`config.mk`:
```
export PLATFORM = sky130hd
export DESIGN_NAME = id_ex_stage_flat
export DESIGN_NICKNAME = d
export VERILOG_FILES = /design/src/rtl/id_ex_stage_if.sv /design/src/rtl/id_ex_stage.sv /design/src/flat_wrapper.sv
export SDC_FILE = /design/constraint.sdc
export NUM_CORES = 1
export LEC_CHECK = 0
export BUFFER_PORTS_ARGS = -buffer_cell sky130_fd_sc_hd__buf_2
export CORE_AREA = 2 2 235 237
export DETAILED_ROUTE_END_ITERATION = 8
export DIE_AREA = 0 0 237 239
export SLEW_MARGIN = 25
export SYNTH_ARGS = -nofsm -noshare
export SYNTH_HDL_FRONTEND = slang
export SYNTH_SLANG_ARGS = --single-unit
```
`constraint.sdc`:
```
create_clock -name CLOCK -period 24.1 [get_ports CLOCK]
set_clock_uncertainty 0.2 [all_clocks]
set_input_delay 2.41 -clock CLOCK [delete_from_list [all_inputs] [get_ports CLOCK]]
set_output_delay 2.41 -clock CLOCK [all_outputs]
set_load 0.01 [all_outputs]
```
`src/rtl/id_ex_stage_if.sv`:
```
// Decode-to-execute bundle for the ID/EX pipeline register.
// slave is the pipeline register itself; master is the decode/hazard-facing driver side.
interface id_ex_stage_if #(
    parameter int DW = 64,
    parameter int CW = 16
);
    logic          IDValid;
    logic [DW-1:0] IDPC;
    logic [DW-1:0] IDReadData1;
    logic [DW-1:0] IDReadData2;
    logic [DW-1:0] IDSignExt;
    logic [10:0]   IDOPCode;
    logic [4:0]    IDRn;
    logic [4:0]    IDRm;
    logic [4:0]    IDRd;
    logic          IDReadsRm;
    logic [1:0]    IDALUOP;
    logic          IDALUSrc;
    logic          IDMemRead;
    logic          IDMemWrite;
    logic          IDMemtoReg;
    logic          IDRegWrite;
    logic          IDBranch;
    logic          Flush;

    logic          EXValid;
    logic [DW-1:0] EXPC;
    logic [DW-1:0] EXReadData1;
    logic [DW-1:0] EXReadData2;
    logic [DW-1:0] EXSignExt;
    logic [10:0]   OPCode;
    logic [1:0]    ALUOP;
    logic [4:0]    EXRn;
    logic [4:0]    EXRm;
    logic [4:0]    EXRd;
    logic          EXALUSrc;
    logic          EXMemRead;
    logic          EXMemWrite;
    logic          EXMemtoReg;
    logic          EXRegWrite;
    logic          EXBranch;
    logic          PCWrite;
    logic          IFIDWrite;
    logic [CW-1:0] BubbleCount;

    modport master (
        output IDValid, IDPC, IDReadData1, IDReadData2, IDSignExt, IDOPCode,
               IDRn, IDRm, IDRd, IDReadsRm, IDALUOP, IDALUSrc, IDMemRead,
               IDMemWrite, IDMemtoReg, IDRegWrite, IDBranch, Flush,
        input  EXValid, EXPC, EXReadData1, EXReadData2, EXSignExt, OPCode,
               ALUOP, EXRn, EXRm, EXRd, EXALUSrc, EXMemRead, EXMemWrite,
               EXMemtoReg, EXRegWrite, EXBranch, PCWrite, IFIDWrite, BubbleCount
    );

    modport slave (
        input  IDValid, IDPC, IDReadData1, IDReadData2, IDSignExt, IDOPCode,
               IDRn, IDRm, IDRd, IDReadsRm, IDALUOP, IDALUSrc, IDMemRead,
               IDMemWrite, IDMemtoReg, IDRegWrite, IDBranch, Flush,
        output EXValid, EXPC, EXReadData1, EXReadData2, EXSignExt, OPCode,
               ALUOP, EXRn, EXRm, EXRd, EXALUSrc, EXMemRead, EXMemWrite,
               EXMemtoReg, EXRegWrite, EXBranch, PCWrite, IFIDWrite, BubbleCount
    );
endinterface

```
`src/rtl/id_ex_stage.sv`:
```
// ID/EX pipeline register with load-use hazard detection, branch flush and a
// saturating bubble counter. Advances every cycle; there is no enable.
module id_ex_stage #(
    parameter int         DW  = 64,
    parameter int         CW  = 16,
    parameter logic [4:0] XZR = 5'd31
) (
    input logic          CLOCK,
    input logic          RESET,
    id_ex_stage_if.slave bus
);
    // Handshake: IDValid marks a real instruction in decode and EXValid one in EX.
    // There is no ready; stalling is expressed only by PCWrite/IFIDWrite = 0, which
    // makes decode re-present the same instruction on the next cycle.
    logic hazard;
    logic bubble;
    logic kill;

    always_comb begin
        hazard = bus.EXValid & bus.EXMemRead & (bus.EXRd != XZR) & bus.IDValid &
                 ((bus.EXRd == bus.IDRn) | (bus.IDReadsRm & (bus.EXRd == bus.IDRm)));
        bubble = bus.Flush | hazard;
        kill   = bubble | ~bus.IDValid;
    end

    // A flushed instruction is discarded, so the front end must not hold it.
    assign bus.PCWrite   = ~(hazard & ~bus.Flush);
    assign bus.IFIDWrite = ~(hazard & ~bus.Flush);

    always_ff @(posedge CLOCK or posedge RESET) begin
        if (RESET) begin
            bus.EXValid     <= 1'b0;
            bus.EXPC        <= '0;
            bus.EXReadData1 <= '0;
            bus.EXReadData2 <= '0;
            bus.EXSignExt   <= '0;
            bus.OPCode      <= '0;
            bus.ALUOP       <= 2'b00;
            bus.EXRn        <= '0;
            bus.EXRm        <= '0;
            bus.EXRd        <= '0;
            bus.EXALUSrc    <= 1'b0;
            bus.EXMemRead   <= 1'b0;
            bus.EXMemWrite  <= 1'b0;
            bus.EXMemtoReg  <= 1'b0;
            bus.EXRegWrite  <= 1'b0;
            bus.EXBranch    <= 1'b0;
            bus.BubbleCount <= '0;
        end else begin
            // Data, index and OPCode fields load even into a bubble; only control is killed.
            bus.EXPC        <= bus.IDPC;
            bus.EXReadData1 <= bus.IDReadData1;
            bus.EXReadData2 <= bus.IDReadData2;
            bus.EXSignExt   <= bus.IDSignExt;
            bus.OPCode      <= bus.IDOPCode;
            bus.EXRn        <= bus.IDRn;
            bus.EXRm        <= bus.IDRm;
            bus.EXRd        <= bus.IDRd;
            bus.EXValid     <= bus.IDValid & ~bubble;
            bus.ALUOP       <= kill ? 2'b00 : bus.IDALUOP;
            bus.EXALUSrc    <= ~kill & bus.IDALUSrc;
            bus.EXMemRead   <= ~kill & bus.IDMemRead;
            bus.EXMemWrite  <= ~kill & bus.IDMemWrite;
            bus.EXMemtoReg  <= ~kill & bus.IDMemtoReg;
            bus.EXRegWrite  <= ~kill & bus.IDRegWrite;
            bus.EXBranch    <= ~kill & bus.IDBranch;
            if (bubble && (bus.BubbleCount != {CW{1'b1}})) begin
                bus.BubbleCount <= bus.BubbleCount + 1'b1;
            end
        end
    end
endmodule

```
`src/flat_wrapper.sv`:
```
// flat-port wrapper written by rule: the top's interface ports become plain ports
module id_ex_stage_flat 
#(
    parameter int         DW  = 64,
    parameter int         CW  = 16,
    parameter logic [4:0] XZR = 5'd31
)
  (CLOCK, RESET, bus_IDValid, bus_IDPC, bus_IDReadData1, bus_IDReadData2, bus_IDSignExt, bus_IDOPCode, bus_IDRn, bus_IDRm, bus_IDRd, bus_IDReadsRm, bus_IDALUOP, bus_IDALUSrc, bus_IDMemRead, bus_IDMemWrite, bus_IDMemtoReg, bus_IDRegWrite, bus_IDBranch, bus_Flush, bus_EXValid, bus_EXPC, bus_EXReadData1, bus_EXReadData2, bus_EXSignExt, bus_OPCode, bus_ALUOP, bus_EXRn, bus_EXRm, bus_EXRd, bus_EXALUSrc, bus_EXMemRead, bus_EXMemWrite, bus_EXMemtoReg, bus_EXRegWrite, bus_EXBranch, bus_PCWrite, bus_IFIDWrite, bus_BubbleCount);
  id_ex_stage_if #(.DW(DW), .CW(CW)) bus_i ();
  input logic CLOCK;
  input logic RESET;
  input wire logic [$bits(bus_i.IDValid)-1:0] bus_IDValid;
  input wire logic [$bits(bus_i.IDPC)-1:0] bus_IDPC;
  input wire logic [$bits(bus_i.IDReadData1)-1:0] bus_IDReadData1;
  input wire logic [$bits(bus_i.IDReadData2)-1:0] bus_IDReadData2;
  input wire logic [$bits(bus_i.IDSignExt)-1:0] bus_IDSignExt;
  input wire logic [$bits(bus_i.IDOPCode)-1:0] bus_IDOPCode;
  input wire logic [$bits(bus_i.IDRn)-1:0] bus_IDRn;
  input wire logic [$bits(bus_i.IDRm)-1:0] bus_IDRm;
  input wire logic [$bits(bus_i.IDRd)-1:0] bus_IDRd;
  input wire logic [$bits(bus_i.IDReadsRm)-1:0] bus_IDReadsRm;
  input wire logic [$bits(bus_i.IDALUOP)-1:0] bus_IDALUOP;
  input wire logic [$bits(bus_i.IDALUSrc)-1:0] bus_IDALUSrc;
  input wire logic [$bits(bus_i.IDMemRead)-1:0] bus_IDMemRead;
  input wire logic [$bits(bus_i.IDMemWrite)-1:0] bus_IDMemWrite;
  input wire logic [$bits(bus_i.IDMemtoReg)-1:0] bus_IDMemtoReg;
  input wire logic [$bits(bus_i.IDRegWrite)-1:0] bus_IDRegWrite;
  input wire logic [$bits(bus_i.IDBranch)-1:0] bus_IDBranch;
  input wire logic [$bits(bus_i.Flush)-1:0] bus_Flush;
  output wire logic [$bits(bus_i.EXValid)-1:0] bus_EXValid;
  output wire logic [$bits(bus_i.EXPC)-1:0] bus_EXPC;
  output wire logic [$bits(bus_i.EXReadData1)-1:0] bus_EXReadData1;
  output wire logic [$bits(bus_i.EXReadData2)-1:0] bus_EXReadData2;
  output wire logic [$bits(bus_i.EXSignExt)-1:0] bus_EXSignExt;
  output wire logic [$bits(bus_i.OPCode)-1:0] bus_OPCode;
  output wire logic [$bits(bus_i.ALUOP)-1:0] bus_ALUOP;
  output wire logic [$bits(bus_i.EXRn)-1:0] bus_EXRn;
  output wire logic [$bits(bus_i.EXRm)-1:0] bus_EXRm;
  output wire logic [$bits(bus_i.EXRd)-1:0] bus_EXRd;
  output wire logic [$bits(bus_i.EXALUSrc)-1:0] bus_EXALUSrc;
  output wire logic [$bits(bus_i.EXMemRead)-1:0] bus_EXMemRead;
  output wire logic [$bits(bus_i.EXMemWrite)-1:0] bus_EXMemWrite;
  output wire logic [$bits(bus_i.EXMemtoReg)-1:0] bus_EXMemtoReg;
  output wire logic [$bits(bus_i.EXRegWrite)-1:0] bus_EXRegWrite;
  output wire logic [$bits(bus_i.EXBranch)-1:0] bus_EXBranch;
  output wire logic [$bits(bus_i.PCWrite)-1:0] bus_PCWrite;
  output wire logic [$bits(bus_i.IFIDWrite)-1:0] bus_IFIDWrite;
  output wire logic [$bits(bus_i.BubbleCount)-1:0] bus_BubbleCount;
  assign bus_i.IDValid = bus_IDValid;
  assign bus_i.IDPC = bus_IDPC;
  assign bus_i.IDReadData1 = bus_IDReadData1;
  assign bus_i.IDReadData2 = bus_IDReadData2;
  assign bus_i.IDSignExt = bus_IDSignExt;
  assign bus_i.IDOPCode = bus_IDOPCode;
  assign bus_i.IDRn = bus_IDRn;
  assign bus_i.IDRm = bus_IDRm;
  assign bus_i.IDRd = bus_IDRd;
  assign bus_i.IDReadsRm = bus_IDReadsRm;
  assign bus_i.IDALUOP = bus_IDALUOP;
  assign bus_i.IDALUSrc = bus_IDALUSrc;
  assign bus_i.IDMemRead = bus_IDMemRead;
  assign bus_i.IDMemWrite = bus_IDMemWrite;
  assign bus_i.IDMemtoReg = bus_IDMemtoReg;
  assign bus_i.IDRegWrite = bus_IDRegWrite;
  assign bus_i.IDBranch = bus_IDBranch;
  assign bus_i.Flush = bus_Flush;
  assign bus_EXValid = bus_i.EXValid;
  assign bus_EXPC = bus_i.EXPC;
  assign bus_EXReadData1 = bus_i.EXReadData1;
  assign bus_EXReadData2 = bus_i.EXReadData2;
  assign bus_EXSignExt = bus_i.EXSignExt;
  assign bus_OPCode = bus_i.OPCode;
  assign bus_ALUOP = bus_i.ALUOP;
  assign bus_EXRn = bus_i.EXRn;
  assign bus_EXRm = bus_i.EXRm;
  assign bus_EXRd = bus_i.EXRd;
  assign bus_EXALUSrc = bus_i.EXALUSrc;
  assign bus_EXMemRead = bus_i.EXMemRead;
  assign bus_EXMemWrite = bus_i.EXMemWrite;
  assign bus_EXMemtoReg = bus_i.EXMemtoReg;
  assign bus_EXRegWrite = bus_i.EXRegWrite;
  assign bus_EXBranch = bus_i.EXBranch;
  assign bus_PCWrite = bus_i.PCWrite;
  assign bus_IFIDWrite = bus_i.IFIDWrite;
  assign bus_BubbleCount = bus_i.BubbleCount;
  id_ex_stage #(.DW(DW), .CW(CW), .XZR(XZR)) u_core (.CLOCK(CLOCK), .RESET(RESET), .bus(bus_i));
endmodule
```
==> run metrics <==
path type of the worst setup path=input pin to output pin; final weighted congestion in routability-driven placement=0.8183; total buffers and inverters traversed by the critical path=2; total placed instance area=0.01226 mm2; count of filler cells inserted in the layout=5,655; post-CTS clock slew at the launch and capture registers of the worst setup and hold paths=0.05 ns; number of search-and-repair iterations in the first detailed-routing pass=4; Avg Inst Size Synth=21.00 um2; average routed wire per standard cell=17.69 um; number of pins exceeding their max-slew limit in the final report=0; post-route design area=0.01354 mm2; endpoint kind of the worst setup timing path=output pin; area delta synth->final=61.97%; total of buffers placed on input and output ports=603; detailed placement HPWL=24.97 mm; Crit Path Max Fanout=2; cts-stage hold buffer count=0; area share of the largest cell type after synthesis=91.93%; kind of launch point of the worst setup path=input pin; final setup violating endpoints=0; data arrival at the endpoint of the critical path=3.41 ns; cell leakage power=6.893 nW; areal power density over the cells=91.39 mW/mm2; Max transition margin=43.32%; x dimension of the die=237 um; vias per inst=3.400; delay of the slowest cell on the worst path=0.25 ns; number of clock buffers inserted by TritonCTS=38; Via Count=6,035; cell type with the highest aggregate area in the netlist=sky130_fd_sc_hd__dfrtp_1; net count of the finished layout=1,337; setup tns final=0 ns; Warnings, synthesis=0; Global Route Usage Sum=10.63%; wire length of the first global-routing pass=43.09 mm; transition time at the pin with the least slew margin=0.8502 ns; worst-path cell with the longest stage delay=sky130_fd_sc_hd__o22ai_1; die area=0.05664 mm2; r2r setup slk=21.52 ns; total standard cell area after synthesis=0.008357 mm2; antenna violations before repair=21; ratio of final minimum period to clock period=24.97%; area of the core=0.05434 mm2; maximum number of pins on one net before global-route repair=108; instance count of the mapped netlist=398; time the worst path needs with I/O delays and setup=6.017 ns; library cell used as clock root buffer=sky130_fd_sc_hd__clkbuf_16; latest clock arrival within the worst-skew pair=0.53 ns; DRC viols=0; WP data required=21.49 ns; drt first-iter violations=182; Max-cap violations=0; TritonCTS clock tree=yes; deepest clock path buffer count=3; number of primary I/O pins=604; outcome=complete, no violations; achievable clock frequency=0.1662 GHz; Synth Net Count=694; Synth top cells by count=sky130_fd_sc_hd__dfrtp_1, sky130_fd_sc_hd__xnor2_1, sky130_fd_sc_hd__and3_1; post-cts gate resize count=0; initial core utilization=15.38%; final wirelength=31.41 mm; cell row count=86; fraction of registers with async set/reset=100.0%; sequential cell area fraction in the yosys report=91.93%; unrepaired setup endpoints after global routing=false; DRT antenna net count=0; total number of H-tree levels=2; vertical die dimension=239 um; dominant cell by count in the synthesized netlist=sky130_fd_sc_hd__dfrtp_1; class of the worst hold path=flip-flop to flip-flop; most area-consuming cells after synthesis=sky130_fd_sc_hd__dfrtp_1, sky130_fd_sc_hd__xnor2_1, sky130_fd_sc_hd__and3_1; clock net sink count=307; buffers inserted by post-CTS timing repair=0; register bit count reported by yosys=307; kind of cell adding the most delay to the critical path=buffers and inverters; ratio of cells with drive above 1 in the final layout=64.02%; vias in the first global route=6,459; worst vdd rail ir drop=47.36 uV; number of library cell types mapped by synthesis=37; Post-synth EDFFs=0; total gr overflow=0; flip-flop cell with the highest count after synthesis=sky130_fd_sc_hd__dfrtp_1; Cell Chain, Critical Path=buf_2 > xnor2_1 > nand3_1 > o22ai_1 > nand3_1 > buf_2; Final Hold Violating Endpoints=0
[layout make-up]
cell class	count	area, um2	share of cell area [%]
flip-flops and latches	307	7682	56.76
repair buffers	606	3040	22.46
clock buffers	49	1064	7.857
well taps	704	880.8	6.508
multi-input cells	86	643.1	4.751
clock inverters	20	207.7	1.534
inverters	2	15.01	0.1109
diodes	1	2.502	0.01849
[cells by family after synthesis]
group / synth area share [%]
buf+inv: 0.3743
flops: 91.93
mux: 0.4042
fa+ha+maj: 0.1497
xor+xnor: 1.976
compound gates: 1.707
simple gates: 3.459
[layer usage]
| metal | track usage [%] | share of wire (%) | up-vias |
|---|---|---|---|
| li1 | - | - | 2596 |
| met1 | 10.70 | 33 | 2947 |
| met2 | 17.41 | 48 | 383 |
| met3 | 6.744 | 15 | 83 |
| met4 | 4.680 | 3.1 | 26 |
| met5 | 0 | 0.54 | - |
[power breakdown]
part,switching [W],internal [W]
sequential,0.0000166,0.000546
combinational,0.0000568,0.0000452
clock,0.000226,0.000346
[cell usage in the layout (no fill, tap or decap), drive strengths merged]
cell type / count
a2bb2oi: 1
nor2: 2
a41oi: 1
o21ai: 7
clkinvlp: 4
nor3b: 1
o22ai: 1
nor3: 1
nand3: 8
dfrtp: 307
buf: 606
xor2: 1
o22a: 1
nand4: 5
clkbuf: 49
mux2: 3
and3: 13
a31oi: 3
ha: 1
nand2: 6
bufinv: 3
nand2b: 1
and4: 3
a31o: 1
a21oi: 4
a21bo: 1
clkinv: 11
diode: 1
and2: 4
xnor2: 17
inv: 4
[state kept, by name, indices dropped and copies added, names as in the netlist]
name                    count
u_core.bus.ALUOP            2
u_core.bus.BubbleCount     16
u_core.bus.EXRegWrite       1
u_core.bus.EXMemtoReg       1
u_core.bus.EXRd             5
u_core.bus.EXReadData1     64
u_core.bus.EXMemRead        1
u_core.bus.EXRn             5
u_core.bus.EXValid          1
u_core.bus.EXMemWrite       1
u_core.bus.EXBranch         1
u_core.bus.EXRm             5
u_core.bus.OPCode          11
u_core.bus.EXSignExt       64
u_core.bus.EXPC            64
u_core.bus.EXReadData2     64
u_core.bus.EXALUSrc         1
[metrics by stage]
| step | total power (W) | utilization (%) | setup WS (ns) | std cells | hold WS [ns] |
|---|---|---|---|---|---|
| 2_1_floorplan | 0.0006053 | - | 13.00 | 398 | 0.3177 |
| 3_3_place_gp | 0.0006734 | 22.56 | 18.05 | 1705 | 0.2779 |
| 3_5_place_dp | 0.0006762 | 22.56 | 18.05 | 1705 | 0.2867 |
| 4_1_cts | 0.001265 | 24.90 | 18.04 | 1774 | 0.2964 |
| 5_1_grt | 0.001293 | 24.91 | 17.96 | 1775 | 0.3195 |
| 6_report | 0.001237 | 24.91 | 18.08 | 1775 | 0.2884 |
[path summary, 6_finish.rpt]
kind / depth (start not counted) / endpoint / startpoint
min in group asynchronous: 2 / u_core.bus.EXSignExt[6]$_DFF_PP0_ / RESET
max in group asynchronous: 4 / u_core.bus.EXReadData2[27]$_DFF_PP0_ / RESET
setup / recovery: 6 / bus_IFIDWrite / bus_IDRn[2]
hold reg to reg: 1 / u_core.bus.BubbleCount[8]$_DFFE_PP0P_ / u_core.bus.BubbleCount[8]$_DFFE_PP0P_
setup reg to reg: 6 / u_core.bus.BubbleCount[1]$_DFFE_PP0P_ / u_core.bus.BubbleCount[0]$_DFFE_PP0P_
hold / removal: 1 / u_core.bus.BubbleCount[8]$_DFFE_PP0P_ / u_core.bus.BubbleCount[8]$_DFFE_PP0P_
Note: power is estimated with default switching activity, not from simulation.
